### src/rtl/csa_resolver.sv
// Chunked carry-propagate adder that turns a carry-save sum/carry pair into a binary result.
// Resolves ChunkWidth bits per cycle with a registered inter-chunk carry.
module csa_resolver #(
    parameter int DataWidth  = 128,
    parameter int ChunkWidth = 32
) (
    input  logic                 Clk,
    input  logic                 Rst,
    input  logic                 InValid,
    output logic                 InReady,
    input  logic [DataWidth-1:0] Sum,
    input  logic [DataWidth-1:0] Carry,
    output logic                 OutValid,
    input  logic                 OutReady,
    output logic [DataWidth-1:0] Result,
    output logic                 CarryOut
);

    localparam int NumChunks = DataWidth / ChunkWidth;
    localparam int KW        = (NumChunks > 1) ? $clog2(NumChunks) : 1;
    localparam logic [KW-1:0] LastK = KW'(NumChunks - 1);

    typedef enum logic [1:0] {
        ST_IDLE = 2'd0,
        ST_ADD  = 2'd1,
        ST_DONE = 2'd2
    } state_t;

    state_t                 state_r;
    logic [KW-1:0]          k_r;
    logic                   cy_r;
    logic [DataWidth-1:0]   sum_r;
    logic [DataWidth-1:0]   carry_r;
    logic [DataWidth-1:0]   result_r;
    logic                   carry_out_r;

    logic [ChunkWidth-1:0]  chunk_a_s;
    logic [ChunkWidth-1:0]  chunk_b_s;
    logic [ChunkWidth:0]    chunk_sum_s;

    // Add the current chunk of both operands plus the carry rippled from the previous chunk.
    always_comb begin
        chunk_a_s   = sum_r[k_r*ChunkWidth +: ChunkWidth];
        chunk_b_s   = carry_r[k_r*ChunkWidth +: ChunkWidth];
        chunk_sum_s = {1'b0, chunk_a_s} + {1'b0, chunk_b_s} + {{ChunkWidth{1'b0}}, cy_r};
    end

    // Control FSM with operand capture and chunk-by-chunk result write-back.
    always_ff @(posedge Clk) begin
        if (!Rst) begin
            state_r     <= ST_IDLE;
            k_r         <= {KW{1'b0}};
            cy_r        <= 1'b0;
            sum_r       <= {DataWidth{1'b0}};
            carry_r     <= {DataWidth{1'b0}};
            result_r    <= {DataWidth{1'b0}};
            carry_out_r <= 1'b0;
        end else begin
            case (state_r)
                ST_IDLE: begin
                    if (InValid) begin
                        sum_r   <= Sum;
                        carry_r <= Carry;
                        k_r     <= {KW{1'b0}};
                        cy_r    <= 1'b0;
                        state_r <= ST_ADD;
                    end else begin
                        state_r <= ST_IDLE;
                    end
                end
                ST_ADD: begin
                    result_r[k_r*ChunkWidth +: ChunkWidth] <= chunk_sum_s[ChunkWidth-1:0];
                    cy_r <= chunk_sum_s[ChunkWidth];
                    if (k_r == LastK) begin
                        carry_out_r <= chunk_sum_s[ChunkWidth];
                        state_r     <= ST_DONE;
                    end else begin
                        k_r <= k_r + KW'(1);
                    end
                end
                ST_DONE: begin
                    if (OutReady) begin
                        state_r <= ST_IDLE;
                    end else begin
                        state_r <= ST_DONE;
                    end
                end
                default: begin
                    state_r <= ST_IDLE;
                end
            endcase
        end
    end

    // InReady drops combinationally with Rst so nothing is offered while reset is held.
    assign InReady  = (state_r == ST_IDLE) && Rst;
    assign OutValid = (state_r == ST_DONE);
    assign Result   = result_r;
    assign CarryOut = carry_out_r;

endmodule

### config.mk
export PLATFORM = sky130hd
export DESIGN_NAME = csa_resolver
export DESIGN_NICKNAME = d
export VERILOG_FILES = /design/src/rtl/csa_resolver.sv
export SDC_FILE = /design/constraint.sdc
export NUM_CORES = 1
export LEC_CHECK = 0
export BUFFER_PORTS_ARGS = -buffer_cell sky130_fd_sc_hd__clkbuf_2
export CAP_MARGIN = 20
export CORE_ASPECT_RATIO = 0.8
export CORE_MARGIN = 4
export CORE_UTILIZATION = 45
export CTS_CLUSTER_DIAMETER = 40
export CTS_CLUSTER_SIZE = 30
export DETAILED_ROUTE_END_ITERATION = 7
export GPL_ROUTABILITY_DRIVEN = 1
export PLACE_DENSITY = 0.8
export SYNTH_ARGS = -nofsm -noshare
export SYNTH_HDL_FRONTEND = slang
export SYNTH_SLANG_ARGS = --single-unit
### constraint.sdc
create_clock -name Clk -period 7.2 [get_ports Clk]
set_input_delay 1.44 -clock Clk [delete_from_list [all_inputs] [get_ports Clk]]
set_output_delay 1.44 -clock Clk [all_outputs]
set_load 0.1 [all_outputs]
After elaboration in Yosys (flattened, before gate mapping)
Cells that the tools add are included.
{ "word_totals": {"output_inout_bits": 131, "ram_bits": 0, "reg_bits": 390, "in_bits": 260, "latchBits": 0, "romBits": 0, "memories": 0} }
{ "classes": {"n_shift": 4, "n_eq_ne": 6, "n_reduce_logical": 7, "mul": 0, "n_bitwise": 0, "muxes": 10, "order_cmp": 0, "div_mod_pow": 0, "n_addsub": 4} }
{ "ops": {"columns": ["cell", "n"], "rows": [
  ["$shiftx A128 B8 Y32", 2],
  ["$bwmux W128", 1],
  ["$shift A32 B34 Y128 const A", 1],
  ["$shiftx A32 B34 Y128", 1],
  ["$neg A7 Y34", 1],
  ["$add A32 B32 Y33", 1],
  ["$add A33 B1 Y33", 1],
  ["$mux W2", 4],
  ["$ne A2 B2 Y1 const B", 3],
  ["$pmux W2 S3", 1],
  ["$reduce_and A2 Y1", 3],
  ["$eq A2 B2 Y1 const B", 2],
  ["$pmux W2 S2", 1],
  ["$reduce_and A3 Y1", 1],
  ["$add A2 B1 Y2 const B", 1],
  ["$eq A2 B1 Y1 const B", 1],
  ["$logic_not A2 Y1", 1],
  ["$mux W1", 2],
  ["$pmux W1 S2", 1],
  ["$reduce_bool A2 Y1", 1],
  ["$logic_and A1 B1 Y1", 1]
]} }

Logic depth before layout (Yosys ltp)
{ "depth": {"depth_word": 5, "depth_mapped": 14, "depth_no_buf": 11} }

Worst setup path before layout
OpenSTA, ideal clock, no wires.
{ "synth_path": {"path_type": "input to output", "start": "input Rst", "end": "output InReady", "path_slack_ns": 2.719, "arrival_time_ns": 3.041, "required_time_ns": 5.760, "stages": 4, "cell_sequence": "clkbuf_1 -> clkbuf_1 -> buf_1 -> and2_1"} }
{ "synth_between": {"elab_chain_len": 1} }
{ "synth_rtl": {"columns": ["element", "line", "source"], "rows": [
  ["start, declared", "8", "input logic Rst,"],
  ["$logic_and A1 B1 Y1", "96", "assign InReady = (state_r == ST_IDLE) && Rst;"],
  ["end, declared", "10", "output logic InReady,"]
]} }
Every way passes these cells.

Worst setup path in the final report
{ "layout_path": {"start": "register k_r[0]", "end": "register result_r[94], in the netlist Result[94]"} }
{ "layout_between": {"elab_chain_len": 5, "elab_cells_between_ends": 8, "classes_between": "add/sub (3); shift (4); mux (1)"} }
{ "layout_rtl": {"columns": ["element", "line", "source"], "rows": [
  ["start, declared", "30", "logic [KW-1:0] k_r;"],
  ["start signal, assigned", "52", "k_r <= {KW{1'b0}};"],
  ["start signal, assigned", "64", "k_r <= {KW{1'b0}};"],
  ["start signal, assigned", "78", "k_r <= k_r + KW'(1);"],
  ["$shiftx A128 B8 Y32 (on tied branches)", "43, 44", null],
  ["$add A32 B32 Y33", "45", "chunk_sum_s = {1'b0, chunk_a_s} + {1'b0, chunk_b_s} + {{ChunkWidth{1'b0}}, cy_r};"],
  ["$add A33 B1 Y33", "45", null],
  ["$shiftx A32 B34 Y128", "72", "result_r[k_r*ChunkWidth +: ChunkWidth] <= chunk_sum_s[ChunkWidth-1:0];"],
  ["$bwmux W128 (*)", "72", null],
  ["end signal, assigned", "56", "result_r <= {DataWidth{1'b0}};"],
  ["end signal, assigned by index", "72", null],
  ["end, declared", "34", "logic [DataWidth-1:0] result_r;"]
]} }
Every way passes the cells marked *; elsewhere a longest branch is shown, timed or not.
A chain may end at the register's enable or synchronous reset.

==> results.cfg <==
[finish]
syn2layout_area_growth_pct = 21.6
seq_area_sq_um = 7820
final_util_pct = 55.8
fin_nets = 2563
fillers = 3391
final_common_cell = nand2_1
drive_gt1_share_pct = 25.0
fin_cells = 2833
layout_common_cells = nand2_1, clkbuf_2, dfxtp_1
multi_input_area_sq_um = 9250

[routing]
wl_met2_microns = 26600
vias = 15700
met3_length_microns = 4270
antenna_left = 0
drt_iter0_drc = 1256
drc = 0
wl_met1_microns = 22400
dr.pass1.iters = 7
routed_wl_microns = 54800
routed.top_layer = met5
wl_per_cell_microns = 19.3
viasPerCell = 5.53

[worst_setup_path]
critPathMaxStageDelay_ns = 0.89
rrSetupSlack_ns = 2.67
r2r-start = k_r[0]
critPathRequiredTime_ns = 7.64
cp_max_fo = 42
worst_r2r_endpoint = Result[94]
criticalPathCategory = reg2reg
start_kind = flop
path_cells = buf_4 > mux4_2 > ha_1 > nand4_1 > nor4_1 > o211ai_2 > a31oi_2 > nor2_1 > a311o_1
cp_num_buf_inv = 1
worst_path_max_delay_cell = dfxtp_4
crit_family = simple AND/OR/NAND/NOR gates
cp-end-kind = flop
worstPathArrival_ns = 4.97
r2r_cells = 9

[outcome]
violations = slew limit
status = complete, but fails checks

[yosys]
syn_area_sq_um = 17700
synthCells = 1968
synth-async-reset-ratio_pct = 0
syn-num-nets = 2267
ys_seq_elements = 390
synth_cell_types = 69
syn_area_per_cell_sq_um = 8.98
synth_edf_count = 0
yosysSeqAreaShare_pct = 44.2
ys.warnings.count = 0
ys.flop_type = dfxtp_1

[job]
drv_cap = 0

[min_path]
hold_path.class = reg2reg
worst_hold_path.endpoint = carry_r[107]
min_path_cells = 2
min-delay-start = carry_r[107]

[cts]
insertion_delay_ns = 0.56
cts_buffers = 45
cts-hold-fix-buffers = 0
post_cts_resized = 0
clkSlewWorstSetupHoldPaths_ns = 0.07
clock_path_buffers = 3
cts-root-buf = clkbuf_16
clock_sinks = 390
cts_tree = built
cts.htree.levels = 2
postCtsSetupRepairBufs = 0

[grt]
grt_pass1_wl_microns = 84100
grt_antenna_before_repair = 7
grtUsageTotal_pct = 24.5
grt_pass1_vias = 15500
grt_max_degree = 258
gr-total-overflow = 0

[power_and_ir_drop]
ir_worst_vdd_v = 0.000196
p_leak_nw = 8.84
power-per-cell-area_nw_per_um2 = 255

[placed_design]
routabilityCongestion = 0.851
numPortBuffers = 390
dp_hpwl_microns = 38900
place_inst = 2745

[sta]
skew_ns = 0.0264
final-setup-viol-count = 0
fin_tns_setup_ns = 0
whs_ns = 0.460
final.min_clock_period_ns = 4.53
rsz0062_at_grt = false
hold_viol_final = 0
relSlewSlack_pct = -1.53
slew_viol_final = 53
fin_crit_sh_pct = 62.9
tightest_slew_ns = 1.52
timing.fmax_mhz = 221

[floorplanning]
coreArea_sq_um = 38500
num_rows = 64
start_util_pct = 45.9
die_h_microns = 185
io_pins = 391
dieArea_sq_um = 42500
dieWidth_microns = 230
-- Yosys cell counts, drive strengths merged, types with 22 or more instances --
library cell  count  area share [%]
nand2           543              12
dfxtp           390              44
a21boi          261              11
clkbuf          136             2.9
nor2b            96             3.4
a22oi            81             3.4
mux4             64             8.2
nand3            49             1.4
ha               37             2.6
o21ai            37             1.1
a21oi            35             1.0
nor2             35            0.74
a21o             22            0.93
-- area by class of cell --
cell class	instances	area share, %
sequential	390	36.4
inverter	14	0.244
timing repair buffer	405	9.71
clock buffer	52	5.84
antenna	5	0.0582
multi-input combinational	1408	43.0
clock inverter	31	1.67
tap	528	3.07
-- worst reg2reg max path: stages (launching register included) --
cell	delay, ns
dfxtp_4	0.89
buf_4	0.62
mux4_2	0.59
ha_1	0.53
nand4_1	0.22
nor4_1	0.68
o211ai_2	0.18
a31oi_2	0.34
nor2_1	0.10
a311o_1	0.28
-- registers in the layout, summed over array words and instances, names as in the netlist --
signal	flops
CarryOut	1
Result	128
carry_r	128
cy_r	1
k_r	2
state_r	2
sum_r	128
-- worst max-delay path by stage --
stage	to	startpoint	slack, ns	cells after the start
6_report	Result[94]	k_r[0]	2.67	9
5_1_grt	Result[94]	k_r[0]	2.33	9
4_1_cts	Result[94]	k_r[0]	2.55	9
3_5_place_dp	Result[94]	k_r[0]	2.59	9
3_3_place_gp	Result[116]	k_r[0]	2.70	11
2_1_floorplan	InReady	Rst	2.72	4
-- logic make-up after synthesis --
family                   share of synthesized area [%]
AND/OR/NAND/NOR                                   19.5
flip-flops                                        44.2
AO/OA/AOI/OAI                                     20.7
multiplexers                                      8.27
buffers and inverters                             3.68
adder cells (fa/ha/maj)                           2.85
XOR/XNOR                                         0.842
-- report_power, final --
group	total [mW]	leakage, nW	switching [mW]	internal, mW
sequential	2.32	3.19	0.0671	2.26
clock	2.43	0.790	1.02	1.41
combinational	0.726	4.86	0.460	0.266
-- per-stage QoR --
step | worst slack, ns | power (mW) | cell area, sq um
2_1_floorplan | 2.72 | 2.84 | 17700
3_3_place_gp | 2.70 | 3.07 | 19900
3_5_place_dp | 2.59 | 3.09 | 19900
4_1_cts | 2.55 | 5.51 | 21500
5_1_grt | 2.33 | 5.68 | 21500
6_report | 2.67 | 5.48 | 21500
-- layer usage --
metal	GRT usage (%)	up-vias
li1	-	7445
met1	31.1	7408
met2	42.2	705
met3	4.87	104
met4	8.54	4
met5	0	-
(Power assumes the default switching activity.)
